`config.mk`:
```
export PLATFORM = sky130hd
export DESIGN_NAME = hdbn_encoder
export DESIGN_NICKNAME = d
export VERILOG_FILES = /design/src/rtl/hdbn_encoder.sv
export SDC_FILE = /design/constraint.sdc
export NUM_CORES = 1
export LEC_CHECK = 0
export CELL_PAD_IN_SITES_DETAIL_PLACEMENT = 2
export CELL_PAD_IN_SITES_GLOBAL_PLACEMENT = 2
export CORE_MARGIN = 3
export CORE_UTILIZATION = 33
export CTS_BUF_LIST = sky130_fd_sc_hd__clkbuf_16
export DETAILED_ROUTE_END_ITERATION = 10
export PLACE_DENSITY = 0.7
export SLEW_MARGIN = 20
export SYNTH_ARGS = -nofsm -noshare
export SYNTH_HDL_FRONTEND = slang
export SYNTH_SLANG_ARGS = --single-unit
```
`constraint.sdc`:
```
create_clock -name clk -period 1.2 [get_ports clk]
set_input_delay 0.36 -clock clk [delete_from_list [all_inputs] [get_ports clk]]
set_output_delay 0.36 -clock clk [all_outputs]
set_load 0.02 [all_outputs]
```
`src/rtl/hdbn_encoder.sv`:
```
// HDBn line encoder: AMI with ZRUN-zero substitution (B..V), ZRUN=4 is HDB3.
// Symbols pass through a ZRUN-deep tagged delay line so a zero run can be retagged before it leaves.
module hdbn_encoder #(
  parameter int ZRUN = 4
) (
  input  logic clk,
  input  logic reset,
  input  logic data,
  input  logic in_valid,
  input  logic mode,
  output logic P,
  output logic N,
  output logic out_valid,
  output logic viol
);

  localparam logic [1:0] T_ZERO = 2'd0;
  localparam logic [1:0] T_MARK = 2'd1;
  localparam logic [1:0] T_B    = 2'd2;
  localparam logic [1:0] T_V    = 2'd3;

  logic [ZRUN-1:0]       vld_pipe, vld_nxt;
  logic [ZRUN-1:0][1:0]  tag_pipe, tag_nxt;
  logic                  parity, parity_nxt;
  logic                  last_pos;
  logic                  leave_vld, pulse, pol, all_zero;
  logic [1:0]            leave_tag;

  always_comb begin
    vld_nxt    = {vld_pipe[ZRUN-2:0], 1'b1};
    tag_nxt    = {tag_pipe[ZRUN-2:0], (data ? T_MARK : T_ZERO)};
    leave_vld  = vld_pipe[ZRUN-1];
    leave_tag  = tag_pipe[ZRUN-1];
    // Parity must include the symbol leaving on this same edge before the B decision.
    parity_nxt = parity;
    if (leave_vld) begin
      case (leave_tag)
        T_MARK, T_B: parity_nxt = ~parity;
        T_V:         parity_nxt = 1'b0;
        default:     parity_nxt = parity;
      endcase
    end
    all_zero = &vld_nxt;
    for (int i = 0; i < ZRUN; i++)
      if (tag_nxt[i] != T_ZERO) all_zero = 1'b0;
    if (mode && all_zero) begin
      tag_nxt[0] = T_V;
      if (!parity_nxt) tag_nxt[ZRUN-1] = T_B;
    end
    pulse = leave_vld && (leave_tag != T_ZERO);
    pol   = (leave_tag == T_V) ? last_pos : ~last_pos;
  end

  always_ff @(posedge clk or negedge reset) begin
    if (!reset) begin
      vld_pipe  <= '0;
      tag_pipe  <= '0;
      parity    <= 1'b0;
      last_pos  <= 1'b0;
      out_valid <= 1'b0;
      P         <= 1'b0;
      N         <= 1'b0;
      viol      <= 1'b0;
    end else if (in_valid) begin
      vld_pipe  <= vld_nxt;
      tag_pipe  <= tag_nxt;
      parity    <= parity_nxt;
      if (pulse) last_pos <= pol;
      out_valid <= leave_vld;
      P         <= pulse && pol;
      N         <= pulse && !pol;
      viol      <= leave_vld && (leave_tag == T_V);
    end else begin
      out_valid <= 1'b0;
      P         <= 1'b0;
      N         <= 1'b0;
      viol      <= 1'b0;
    end
  end

endmodule
```
Word-level counts from Yosys, hierarchy flattened --
Cells that the tools add are included.
Operators by class: equality and inequality tests 3, multiplexer cells 15, bitwise operators 2, reduce and logical (&&, ||, !) cells 14
Operators by type and width (count):
- $mux W1 | 11
- $reduce_bool A2 Y1 | 5
- $mux W2 | 3
- $logic_and A1 B1 Y1 | 5
- $eq A2 B2 Y1 const B | 2
- $reduce_and A3 Y1 | 1
- $eq A2 B1 Y1 const B | 1
- $not A1 Y1 | 2
- $pmux W1 S2 | 1
- $reduce_and A2 Y1 | 1
- $reduce_or A2 Y1 | 1
- $logic_not A1 Y1 | 1
Word-level totals: flip-flop bits (word level) 18, output and inout port bits 4, logic and storage cells 45

Depth between registers and ports, before layout --
depth after elaboration 8, depth in mapped cells 5

Least setup slack after synthesis --
No wires, ideal clock.
kind flip-flop to flip-flop, start point register tag_pipe, in the netlist leave_tag[0], end point register tag_pipe, in the netlist leave_tag[1], arrival time 1192 ps, required time 1114 ps, setup slack -78 ps, cell stages (with the launch flop) 6, period minus slack after synthesis 1278 ps, cells stage by stage dfrtp_1 > inv_1 > ha_1 > and2b_4 > mux2_4 > o221ai_2
Between the ends: word-level cells in the longest chain between the ends 6
RTL lines:
- start, declared | RTL line 23 | logic [ZRUN-1:0][1:0] tag_pipe, tag_nxt;
- start signal, assigned | RTL line 66 | tag_pipe <= tag_nxt;
- $eq A2 B1 Y1 / $eq A2 B2 Y1 (equally long branches) | RTL line 37 | case (leave_tag)
- $reduce_or A2 Y1 | RTL line 37
- $pmux W1 S2 (*) | RTL line 37
- $mux W1 (*) | RTL line 36 | if (leave_vld) begin
- $mux W2 (*) | RTL line 48 | if (!parity_nxt) tag_nxt[ZRUN-1] = T_B;
- $mux W2 (*) | RTL line 46 | if (mode && all_zero) begin
Every way passes the cells marked *; elsewhere a longest branch is shown, timed or not. A chain may end at the register's enable or synchronous reset.

Worst setup path after layout --
start point register tag_pipe, in the netlist leave_tag[0], end point register parity
Between the ends: word-level cells in the longest chain between the ends 4
RTL lines:
- $eq A2 B1 Y1 / $eq A2 B2 Y1 (equally long branches) | RTL line 37
- $reduce_or A2 Y1 | RTL line 37
- $pmux W1 S2 (*) | RTL line 37
- $mux W1 (*) | RTL line 36
- end signal, assigned | RTL line 67 | parity <= parity_nxt;
- end, declared | RTL line 24 | logic parity, parity_nxt;
Marked as above.

==> results.toml <==
[logic_synthesis]
yosys-top-cells-area = "dfrtp_1 58%, mux2_2 12%, ha_1 3.2%, mux2_4 1.9%, nor4b_2 1.9%"
synthXorXnorAreaFrac_pct = 2.26
synth_fa_ha_area_share_pct = 3.23
ys_types = 24
ys_seq_area_share_pct = 58.2
netlist_instances = 56
ys_ff_latch = 18
synthMuxAreaShare_pct = 14.9
synth_fp_nets = 63
ys_warn_count = 0
avgSynthCellArea_um2 = 13.8
synthSimpleGateAreaFrac_pct = 14.7
synth_top_family_by_area = "multiplexers"
synth_top_area_share_pct = 58.2
yosysTopAreaCell = "dfrtp_1"
synth_compound_area_share_pct = 3.23
netlist_area_um2 = 774

[floorplan]
initial_core_util_pct = 37.2
die-area_mm2 = 0.00296
core_area_mm2 = 0.00208
io_pins = 9
fp-row-count = 16
die_w_um = 54.4
die_y_um = 54.4

[placed_design]
pre_cts_slack_ps = -402
dp.final_hpwl_um = 1050
detailed_place.area_um2 = 960
io_buffer_count = 8
routabilityCongestion = 0.661

[drt]
wire_per_inst_um = 17.2
drt-vias-per-instance = 4.68
drt-initial-drc-count = 0
routed_wirelength_um = 1840
drc = 0
first_pass_iters = 1
drtAntennaViolNets = 0
vias = 501

[layout]
drive_gt1_share_pct = 56.3
final_nets = 88
layout_common_cells = "18 x dfrtp_1, 10 x buf_4, 7 x mux2_2, 4 x buf_2, 3 x clkbuf_16"
design_area_mm2 = 0.00115
antenna_cells = 0
area_growth_pct = 49.0
final_common_cell = "dfrtp_1"

[sta]
relSlewSlack_pct = 84.8
finalMaxSlewViolations = 0
worst_slew_pin_slew_ps = 227
final.min_clock_period_ps = 1360
setup_slack_ps = -162
clock-skew-final_ps = 3.07
max_freq_ghz = 0.734
rsz0062_at_grt = "yes"
finalSetupViolCount = 5
finalCritPeriodShare_pct = 114
hold_violations = 0

[grt]
grt_use_total_pct = 13.5
grt.busiest_layer = "met2"
grt_pass1_wl_um = 2730
antenna_found_initial = 0
use_met2_pct = 23.1
grtUsageMet3_pct = 2.45
overflow = 0
grt_start_max_net_pins = 19
grt_use_met1_pct = 16.4
grt_pass1_vias = 563

[status]
violations = "setup timing"
status = "finished, violations left"

[flow_run]
max-cap-violations = 0

[pwr]
cellPowerDensity_mw_per_mm2 = 1640
p_leak_uw = 0.000525
max-vdd-ir-drop_uv = 853

[worst_setup_path]
required_ps = 1330
r2r_cells = 5
crit_fanout = 3
critPathKind = "flip-flop to flip-flop"
end_kind = "flip-flop"
start_kind = "flip-flop"
cp_data_arrival_time_ps = 1490

[clocking]
insertion_delay_ps = 250
cts.sinks = 18
h-tree-depth = 1
ctsLongestPathBuffers = 2
ctsRootBufferMaster = "clkbuf_16"
path_clk_slew_ps = 50
cts_buffers = 3
cts_tree = "built"

[min_path]
hold_path_class = "input pin to asynchronous set/reset pin"
## area by class of cell
type | instances | area [um2]
multi-input cells | 33 | 378
repair buffers | 22 | 201
fillers | 203 | 928
well taps | 27 | 33.8
flip-flops and latches | 18 | 450
inverters | 3 | 11.3
clock buffers | 3 | 75.1
clock inverters | 1 | 3.75
## flip-flops by register name (all words and copies together) (netlist names)
register and flops:
parity 1, tag_pipe 2, out_valid 1, N 1, tag_nxt 4, last_pos 1
vld_pipe 4, viol 1, P 1, leave_tag 2
## path summary, 6_finish.rpt
kind,startpoint,end,slack (ps)
worst min register to register,vld_pipe[0]$_DFFE_PN0P_,vld_pipe[0]$_DFFE_PN0P_,500
worst max register to register,leave_tag[0]$_DFFE_PN0P_,parity$_DFFE_PN0P_,-160
worst min-delay path,reset,last_pos$_DFFE_PN0P_,460
max in group asynchronous,reset,vld_pipe[1]$_DFFE_PN0P_,610
worst max-delay path,leave_tag[0]$_DFFE_PN0P_,parity$_DFFE_PN0P_,-160
min in group clk,vld_pipe[0]$_DFFE_PN0P_,vld_pipe[0]$_DFFE_PN0P_,500
## where the power goes
group | internal [uW] | leakage [uW] | total [uW] | switching (uW)
logic | 270 | 0.000272 | 458 | 188
registers | 687 | 0.000215 | 778 | 90.8
clock network | 442 | 0.0000385 | 654 | 212
total | 1400 | 0.000525 | 1890 | 491
## kinds of logic after synthesis
kind of cell	count (synthesis)
mux	10
buf+inv	5
xor+xnor	2
simple gates	16
compound gates	3
flops	18
fa+ha+maj	2
## metrics by stage
stage,power [uW],util [%],cells,setup TNS [ps],hold slack [ps]
after global routing,1990,55.4,107,-887,471
after detailed placement,1100,46.1,97,-5000,477
after floorplan,954,-,56,-58.0,64.4
after global placement,1090,46.1,97,-4670,476
after CTS,1830,51.3,103,-479,461
final,1890,55.4,107,-488,459
## per-layer routing
metal	part of all wire [%]	vias to the layer above
met5	0	-
met4	0.49	0
met3	2.4	2
met2	55	7
met1	42	250
li1	-	242
## synth_stat cells, drive strengths merged
cell type,n
dfrtp,18
mux2,9
inv,3
nand2,3
and3,2
buf,2
ha,2
nor2,2
o21ai,2
and2,1
and2b,1
and4,1
mux2i,1
nand3,1
nand3b,1
nor2b,1
nor4,1
nor4b,1
o221ai,1
or2,1
xnor2,1
xor2,1
## worst max-delay path: stages (launching register included)
cell,delay [ps]
dfrtp_1,380
inv_2,90
ha_4,130
buf_4,100
nand3b_1,180
mux2_2,370
## repair_timing
item	in CTS	in global routing
pin swaps	3	4
gates resized for setup	24	12
hold buffers	0	0
buffers inserted	2	4
gates cloned	0	0
endpoints found under the setup margin	15	6
No activity file was read; power rests on OpenSTA's default activity.
